==> src/rtl/lane_score_engine_if.sv <==
// Bus bundle for lane_score_engine: advance/spawn/press inputs and lane/score status outputs.
interface lane_score_engine_if #(
  parameter int unsigned LANES   = 4,
  parameter int unsigned DEPTH   = 8,
  parameter int unsigned SCORE_W = 8
);
  logic                     tick;
  logic [LANES-1:0]         spawn;
  logic [LANES-1:0]         press;
  logic [LANES*DEPTH-1:0]   lanes;
  logic [SCORE_W-1:0]       score;
  logic [7:0]               combo;
  logic                     game_over;

  modport master (
    output tick, spawn, press,
    input  lanes, score, combo, game_over
  );

  modport slave (
    input  tick, spawn, press,
    output lanes, score, combo, game_over
  );
endinterface

==> src/rtl/lane_score_engine.sv <==
// Parametrised note-lane shifter, hit/miss judge and clamped score/combo keeper.
// Optional macro COMBO_BONUS_EN: hits earn one extra point while the registered combo is >= 8.
module lane_score_engine #(
  parameter int unsigned LANES    = 4,
  parameter int unsigned DEPTH    = 8,
  parameter int unsigned SCORE_W  = 8,
  parameter int unsigned HIT_PTS  = 3,
  parameter int unsigned MISS_PTS = 1,
  parameter int unsigned BAD_PTS  = 1
) (
  input logic                clk,
  input logic                reset,
  lane_score_engine_if.slave bus
);
  localparam int unsigned SUM_W = SCORE_W + 4;
  localparam logic [SUM_W-1:0] MAX_EXT = {4'b0000, {SCORE_W{1'b1}}};

  logic [LANES-1:0][DEPTH-1:0] lane_q, lane_d;
  logic [SCORE_W-1:0]          score_q, score_d;
  logic [7:0]                  combo_q, combo_d;
  logic                        over_q;

  logic [SUM_W-1:0] gains, losses, hit_pts, base, diff;
  logic [8:0]       hit_cnt, combo_sum;
  logic             fault;
  logic [DEPTH-1:0] row;

  always_comb begin
`ifdef COMBO_BONUS_EN
    hit_pts = (combo_q >= 8'd8) ? SUM_W'(HIT_PTS + 1) : SUM_W'(HIT_PTS);
`else
    hit_pts = SUM_W'(HIT_PTS);
`endif
    gains   = '0;
    losses  = '0;
    hit_cnt = '0;
    fault   = 1'b0;
    lane_d  = lane_q;
    row     = '0;
    for (int unsigned l = 0; l < LANES; l++) begin
      row = lane_q[l];
      if (bus.press[l]) begin
        if (row[DEPTH-1]) begin
          row[DEPTH-1] = 1'b0;
          gains        = gains + hit_pts;
          hit_cnt      = hit_cnt + 9'd1;
        end else begin
          losses = losses + SUM_W'(BAD_PTS);
          fault  = 1'b1;
        end
      end else if (bus.tick && row[DEPTH-1]) begin
        losses = losses + SUM_W'(MISS_PTS);
        fault  = 1'b1;
      end
      // The hit clear happens before the shift, so row DEPTH-2 still lands in the hit row.
      lane_d[l] = bus.tick ? {row[DEPTH-2:0], bus.spawn[l]} : row;
    end

    base = {4'b0000, score_q} + gains;
    diff = base - losses;
    if (losses >= base) begin
      score_d = '0;
    end else if (diff > MAX_EXT) begin
      score_d = '1;
    end else begin
      score_d = diff[SCORE_W-1:0];
    end

    combo_sum = {1'b0, combo_q} + hit_cnt;
    if (fault) begin
      combo_d = '0;
    end else if (combo_sum[8]) begin
      combo_d = '1;
    end else begin
      combo_d = combo_sum[7:0];
    end
  end

  always_ff @(posedge clk) begin
    if (reset) begin
      lane_q  <= '0;
      score_q <= '0;
      combo_q <= '0;
      over_q  <= 1'b0;
    end else if (!over_q) begin
      lane_q  <= lane_d;
      score_q <= score_d;
      combo_q <= combo_d;
      over_q  <= (score_d == '1);
    end
  end

  assign bus.lanes     = lane_q;
  assign bus.score     = score_q;
  assign bus.combo     = combo_q;
  assign bus.game_over = over_q;
endmodule

==> src/flat_wrapper.sv <==
// flat-port wrapper written by rule: the top's interface ports become plain ports
module lane_score_engine_flat 
#(
  parameter int unsigned LANES    = 4,
  parameter int unsigned DEPTH    = 8,
  parameter int unsigned SCORE_W  = 8,
  parameter int unsigned HIT_PTS  = 3,
  parameter int unsigned MISS_PTS = 1,
  parameter int unsigned BAD_PTS  = 1
)
  (clk, reset, bus_tick, bus_spawn, bus_press, bus_lanes, bus_score, bus_combo, bus_game_over);
  lane_score_engine_if #(.LANES(LANES), .DEPTH(DEPTH), .SCORE_W(SCORE_W)) bus_i ();
  input logic clk;
  input logic reset;
  input wire logic [$bits(bus_i.tick)-1:0] bus_tick;
  input wire logic [$bits(bus_i.spawn)-1:0] bus_spawn;
  input wire logic [$bits(bus_i.press)-1:0] bus_press;
  output wire logic [$bits(bus_i.lanes)-1:0] bus_lanes;
  output wire logic [$bits(bus_i.score)-1:0] bus_score;
  output wire logic [$bits(bus_i.combo)-1:0] bus_combo;
  output wire logic [$bits(bus_i.game_over)-1:0] bus_game_over;
  assign bus_i.tick = bus_tick;
  assign bus_i.spawn = bus_spawn;
  assign bus_i.press = bus_press;
  assign bus_lanes = bus_i.lanes;
  assign bus_score = bus_i.score;
  assign bus_combo = bus_i.combo;
  assign bus_game_over = bus_i.game_over;
  lane_score_engine #(.LANES(LANES), .DEPTH(DEPTH), .SCORE_W(SCORE_W), .HIT_PTS(HIT_PTS), .MISS_PTS(MISS_PTS), .BAD_PTS(BAD_PTS)) u_core (.clk(clk), .reset(reset), .bus(bus_i));
endmodule
==> config.mk <==
export PLATFORM = sky130hd
export DESIGN_NAME = lane_score_engine_flat
export DESIGN_NICKNAME = d
export VERILOG_FILES = /design/src/rtl/lane_score_engine_if.sv /design/src/rtl/lane_score_engine.sv /design/src/flat_wrapper.sv
export SDC_FILE = /design/constraint.sdc
export NUM_CORES = 1
export LEC_CHECK = 0
export CAP_MARGIN = 25
export CORE_AREA = 8 8 73 122
export DETAILED_ROUTE_END_ITERATION = 6
export DIE_AREA = 0 0 81 130
export PLACE_DENSITY = 0.72
export SLEW_MARGIN = 20
export SYNTH_ARGS = -nofsm -noshare
export SYNTH_HDL_FRONTEND = slang
export SYNTH_SLANG_ARGS = --single-unit
export TNS_END_PERCENT = 10
==> constraint.sdc <==
create_clock -name clk -period 15.7 [get_ports clk]
set_input_delay 3.14 -clock clk [delete_from_list [all_inputs] [get_ports clk]]
set_output_delay 3.14 -clock clk [all_outputs]
set_load 0.01 [all_outputs]
==> run metrics, run 1 <==
status finished clean; Boundary Pins 60; die width 81 um; unique cell type count in the Yosys netlist 57; detailed placer's ending HPWL 6.53 mm; slew margin rel. 53.5%; CP arrival 8.13 ns; CP top delay family compound AO/OA/AOI/OAI gates; CTS resizes 0; I/O Buffers 59; first-pass GRT wire length 13.6 mm; CP Launch Type input pin; met2 usage 29.7%; number of synthesized flops with an enable pin 0; die area 10500 um^2; GRT met3 Usage 5.03%; Hold Slack 0.469 ns; Detailed Routing Iterations Pass 1 4; Fin Setup TNS 0 ns; total wire length 8.34 mm; CP Buf/Inv Count 3; FMAX 126 MHz; clk buf depth 2; TritonCTS buffer count 5; DR iter-0 viols 72; count of max-cap constraint violations 0; routed vias 3040; Vias per Instance 5.53; Worst-path clk slew 0.07 ns; skew final 0.00453 ns; Top cell by count, worst path ha_1; setup repair bufs after CTS 0; Mean Syn Cell Area 7.79 um^2; most frequent cells in the layout nand2_1, clkdlybuf4s50_1, dfxtp_1, a21oi_1, ha_1; post-synthesis sequential area ratio 30.5%; Ant. Diodes 0; largest net degree at the start of global routing 33; vias in the first global route 3011; CP Max Fanout 6; final number of max-transition violations 0; area growth from synthesis to layout 25.9%; main flop type after synthesis dfxtp_1; CTS Sinks 49; initial antenna violation count 0; CP max stage delay 0.56 ns; count of final hold-check violations 0; VDD IR max 94.9 uV; RSZ-0062 raised after global routing false; Most Used Layer, Global Route met2; leak pwr 0.00159 uW; Seq cells post-synth 49; worst skew pair latency 0.29 ns; CP max-delay cell fa_1; GRT met1 Usage 15.1%; TritonCTS clock tree yes; pwr/cell area 124 nW/um^2; Slew @ Worst Pin 0.695 ns; Vert. Die Dim 130 um; syn_nets 452; Critical Path RT 15.91 ns; layout cells sized above 1 5.17%; post-synth top area cell dfxtp_1; Root Buffer clkbuf_16; fin area 4050 um^2; cts hold-fix bufs 0; H-tree levels 2; asr flop ratio synth 0%; Synth area leaders dfxtp_1, ha_1, nand2_1; most common cell after layout, fill and taps aside nand2_1; Core Util, Final 56.4%; starting density of the core 44.8%; reg-to-reg slack, setup 10.75 ns; Gate Count Post-Synth 413; Post-Syn Area 3220 um^2; Tightest Hold Check Type reg2reg; Tmin final 7.92 ns; Final ANT Viol Nets 0; DRC 0; post-synth top area share 30.5%; Setup CP Type in2reg; Synth Warn # 0; Tot GR Track Use 16.0%; Worst setup EP type flip-flop; Post-DP Area 3870 um^2; Core ar. 7180 um^2; Site Rows 41; Placer Congestion 0.864; wire per inst 15.2 um; global route overflow 0; Setup Viol. Count Final 0; worst-path cell chain clkdlybuf4s50_1 > nand2_1 > ha_1 > nand2_1 > o21ai_0 > mux2i_1 > a21oi_1 > ha_1 > mux2i_1 > inv_1 > fa_1 > inv_1 > ha_1 > nor2b_1 > o21a_1 > o21a_1 > nor4_2 > nand3_1 > a32oi_1 > nor2_1 > o31ai_2; period utilisation layout 50.4%; Final #Nets 502
[synth_stat cells (2+ instances only)]
cell type   n
o31ai_1     2
o21a_1      3
inv_1      23
nor3b_1     3
a211o_1     3
o21ai_1     3
nor2b_1    13
clkbuf_1   16
nand2_1    83
a21o_1      6
mux2i_1     7
a211oi_1    3
a31oi_1     4
xor2_1      5
and2_1      4
nand2b_1    6
ha_1       25
buf_1       4
a21oi_1    47
fa_1        3
nor2_1     16
and4b_1     2
o21ai_0    15
xnor2_1    10
nand3_1     9
nor3_1      9
mux2_2      3
dfxtp_1    49
nand4b_1    2
a22o_1      8
[metal layers]
layer / wire [um] / vias to the layer above / share of wire, %
met1: 3070 / 1409 / 37
met3: 573 / 16 / 6.9
met4: 255 / 0 / 3.1
li1: - / 1534 / -
met2: 4440 / 81 / 53
met5: 0 / - / 0
[worst register-to-register path, cell delays in order (launching register included)]
cell and delay, ns:
dfxtp_1 0.37, nand2_1 0.16, ha_1 0.34, nand2_1 0.07, o21ai_0 0.17, mux2i_1 0.12, a21oi_1 0.39, ha_1 0.31
mux2i_1 0.18, inv_1 0.09, fa_1 0.56, inv_1 0.06, ha_1 0.30, nor2b_1 0.13, o21a_1 0.18, o21a_1 0.24
nor4_2 0.33, nand3_1 0.13, a32oi_1 0.39, nor2_1 0.12, o31ai_2 0.24
[cells by family after synthesis]
| kind of cell | share of synthesized area [%] |
|---|---|
| flip-flops | 30.5 |
| adder cells (fa/ha/maj) | 11.6 |
| buffers and inverters | 5.17 |
| AND/OR/NAND/NOR | 24.0 |
| multiplexers | 3.23 |
| XOR/XNOR | 4.08 |
| AO/OA/AOI/OAI | 21.5 |
[registers in the layout (all words and copies together), names as in the netlist]
signal / count
u_core.bus.lanes: 32
u_core.bus.score: 8
u_core.bus.combo: 8
u_core.bus.game_over: 1
[path summary, 6_finish.rpt]
path | from | end | depth (start not counted)
worst min register to register | u_core.bus.lanes[13]$_SDFFE_PP0P_ | u_core.bus.lanes[14]$_SDFFE_PP0P_ | 2
worst max-delay path | bus_press[0] | u_core.bus.game_over$_SDFF_PP0_ | 21
worst min-delay path | u_core.bus.lanes[13]$_SDFFE_PP0P_ | u_core.bus.lanes[14]$_SDFFE_PP0P_ | 2
worst max register to register | u_core.bus.lanes[7]$_SDFFE_PP0P_ | u_core.bus.game_over$_SDFF_PP0_ | 20
[power by group]
group | switching [uW] | total [uW] | leakage (uW) | internal (uW)
combinational | 122 | 228 | 0.00111 | 107
clock | 49.3 | 125 | 0.0000842 | 75.5
sequential | 13.8 | 150 | 0.000398 | 136
total | 185 | 503 | 0.00159 | 318
[layout make-up]
| cell class | count | area [um^2] |
|---|---|---|
| clock buffers | 5 | 125 |
| clock inverters | 3 | 43.8 |
| fillers | 703 | 3130 |
| inverters | 23 | 86.3 |
| multi-input cells | 320 | 2070 |
| flip-flops and latches | 49 | 981 |
| well taps | 86 | 108 |
| repair buffers | 64 | 636 |
[through the flow]
| step | instances | setup WS (ns) | power, uW |
|---|---|---|---|
| 3_5_place_dp | 541 | 7.50 | 379 |
| 3_3_place_gp | 541 | 7.71 | 377 |
| 2_1_floorplan | 413 | 8.58 | 315 |
| 6_report | 550 | 7.78 | 503 |
| 4_1_cts | 549 | 7.81 | 506 |
| 5_1_grt | 550 | 7.39 | 533 |
Note: power is estimated with default switching activity, not from simulation.
==> inputs of run 2 (changes only) <==
--- a/config.mk
+++ b/config.mk
@@ -9,7 +9,7 @@
 export CORE_AREA = 8 8 73 122
 export DETAILED_ROUTE_END_ITERATION = 6
 export DIE_AREA = 0 0 81 130
-export PLACE_DENSITY = 0.72
+export PLACE_DENSITY = 0.75
 export SLEW_MARGIN = 20
 export SYNTH_ARGS = -nofsm -noshare
 export SYNTH_HDL_FRONTEND = slang
==> constraint.sdc (replaced) <==
create_clock -name clk -period 6.51 [get_ports clk]
set_input_delay 1.302 -clock clk [delete_from_list [all_inputs] [get_ports clk]]
set_output_delay 1.302 -clock clk [all_outputs]
set_load 0.01 [all_outputs]
==> run metrics, run 2 (synthesized netlist as in run 1, its figures left out) <==
Critical Path RT 6.72 ns (-9.19 ns); routed vias 3076 (+1.2%); reg-to-reg slack, setup 1.60 ns (-9.15 ns); CP arrival 6.25 ns (-1.88 ns); most frequent cells in the layout nand2_1, clkdlybuf4s50_1, dfxtp_1, a21oi_1, ha_1; period utilisation layout 92.8%; Final #Nets 503 (+0.20%); VDD IR max 196 uV (+110%); I/O Buffers 59 (unchanged); slew margin rel. 53.2% (-0.30 points); pwr/cell area 299 nW/um^2 (+140%); area growth from synthesis to layout 26.3%; wire per inst 15.3 um (+1.0%); Detailed Routing Iterations Pass 1 4 (unchanged); worst skew pair latency 0.30 ns (about the same); Tot GR Track Use 16.6% (+0.62 points); Slew @ Worst Pin 0.700 ns (+0.00521 ns); switching fraction of total power 37.0% (+0.23 points); Setup Viol. Count Final 0 (unchanged); cts hold-fix bufs 0 (unchanged); largest net degree at the start of global routing 41 (+24%); Worst setup EP type flip-flop; internal power 767 uW (+140%); status finished clean; CP Max Fanout 6 (unchanged); first-pass GRT wire length 14.2 mm (+4.4%); global route overflow 0 (unchanged); Setup CP Type in2reg; Vias per Instance 5.58 (+1.0%); DRC 0 (unchanged); Worst-path clk slew 0.07 ns (about the same); H-tree levels 2 (unchanged); vias in the first global route 3091 (+2.7%); TritonCTS buffer count 5 (unchanged); initial antenna violation count 0 (unchanged); skew final 0.00675 ns (+0.00222 ns); Core ar. 7180 um^2 (unchanged); count of max-cap constraint violations 0 (unchanged); Boundary Pins 60 (unchanged); sw power 450 uW (+140%); DR iter-0 viols 125 (+74%); Site Rows 41 (unchanged); CTS Sinks 49 (unchanged); Flop pwr share 29.8% (about the same); Core Util, Final 56.6% (+0.17 points); Post-DP Area 3880 um^2 (+0.32%); Ant. Diodes 0 (unchanged); Root Buffer clkbuf_16; max reg flops 32 (unchanged); fin area 4070 um^2 (+0.31%); final number of max-transition violations 0 (unchanged); CP Launch Type input pin; total wire length 8.44 mm (+1.2%); combinational share of power 45.0% (-0.4 points); R2R depth 20 (unchanged); hold path cells 2 (unchanged); Tmin final 6.04 ns; TritonCTS clock tree yes; layout cells sized above 1 5.38% (+0.20 points); RSZ-0062 raised after global routing false; leak pwr 0.00160 uW (+0.54%); Clk network pwr share 25.2% (+0.4 points); detailed placer's ending HPWL 6.48 mm (-0.72%); Vert. Die Dim 130 um (unchanged); hold path start u_core.bus.lanes[13]$_SDFFE_PP0P_; Hold EP u_core.bus.lanes[14]$_SDFFE_PP0P_; setup repair bufs after CTS 0 (unchanged); CTS resizes 0 (unchanged); clk buf depth 2 (unchanged); starting density of the core 44.8% (unchanged); power consumption 1220 uW (+140%); reg2reg start u_core.bus.lanes[7]$_SDFFE_PP0P_; Tightest Hold Check Type reg2reg; most common cell after layout, fill and taps aside nand2_1; Placer Congestion 0.956 (+11%); die width 81 um (unchanged); Fin Setup TNS 0 ns (unchanged); count of final hold-check violations 0 (unchanged); FMAX 166 MHz; Final ANT Viol Nets 0 (unchanged); die area 10500 um^2 (unchanged); reg2reg end u_core.bus.game_over$_SDFF_PP0_
-- run 2: changes by cell type in the layout (fill, tap and decap cells not counted) --
cell      change
nor2b_2       -1
inv_6         +1
buf_4         +1
nor2b_4       +1
buf_8         -1
buf_6         +1
clkinv_2      -1
-- run 2: critical path, cell delays in order --
cell and delay, ns:
clkdlybuf4s50_1 0.50, nand2_1 0.17, ha_1 0.35, nand2_1 0.07, o21ai_0 0.14, mux2i_1 0.12, a21oi_1 0.39, ha_1 0.31
mux2i_1 0.18, inv_1 0.09, fa_1 0.56, inv_1 0.06, ha_1 0.30, nor2b_1 0.13, o21a_1 0.18, o21a_1 0.24
nor4_2 0.32, nand3_1 0.13, a32oi_1 0.33, nor2_1 0.14, o31ai_2 0.24
-- run 2: layout make-up --
class	count	area [um^2]
clock buffers	5	125
well taps	86	108
multi-input cells	320	2080
clock inverters	3	47.5
flip-flops and latches	49	981
inverters	23	86.3
repair buffers	65	639
fillers	670	3120
-- run 2: power by group through the flow --
stage	registers [uW]	clock network (uW)	logic [uW]
after floorplan	367	0	393
after global placement	368	0	529
after detailed placement	369	0	543
after CTS	363	314	546
after global routing	368	324	605
final	363	306	548
-- run 2: per-stage QoR --
stage	cells	hold WS (ns)	setup WS [ns]
finish	551	0.466	0.472
detailed placement	542	0.459	0.179
CTS	550	0.469	0.495
floorplan	413	0.488	1.23
global placement	542	0.452	0.368
global route	551	0.482	0.163
-- run 2: worst max path at each step --
stage	from	to	slack, ns	cells after the start
after global routing	bus_press[0]	u_core.bus.game_over$_SDFF_PP0_	0.16	21
after global placement	bus_press[0]	u_core.bus.game_over$_SDFF_PP0_	0.37	21
after detailed placement	bus_press[0]	u_core.bus.game_over$_SDFF_PP0_	0.18	21
final	bus_press[0]	u_core.bus.game_over$_SDFF_PP0_	0.47	21
after CTS	bus_press[0]	u_core.bus.game_over$_SDFF_PP0_	0.49	21
after floorplan	bus_press[0]	u_core.bus.game_over$_SDFF_PP0_	1.23	20
-- run 2: layer usage --
| metal | track usage (%) | share of wire (%) | vias up | wire (um) |
|---|---|---|---|---|
| met1 | 15.6 | 37 | 1435 | 3140 |
| met5 | 0 | 0 | - | 0 |
| met3 | 5.58 | 7.6 | 19 | 640 |
| met4 | 6.98 | 2.7 | 0 | 225 |
| li1 | - | - | 1539 | - |
| met2 | 31.1 | 53 | 83 | 4430 |
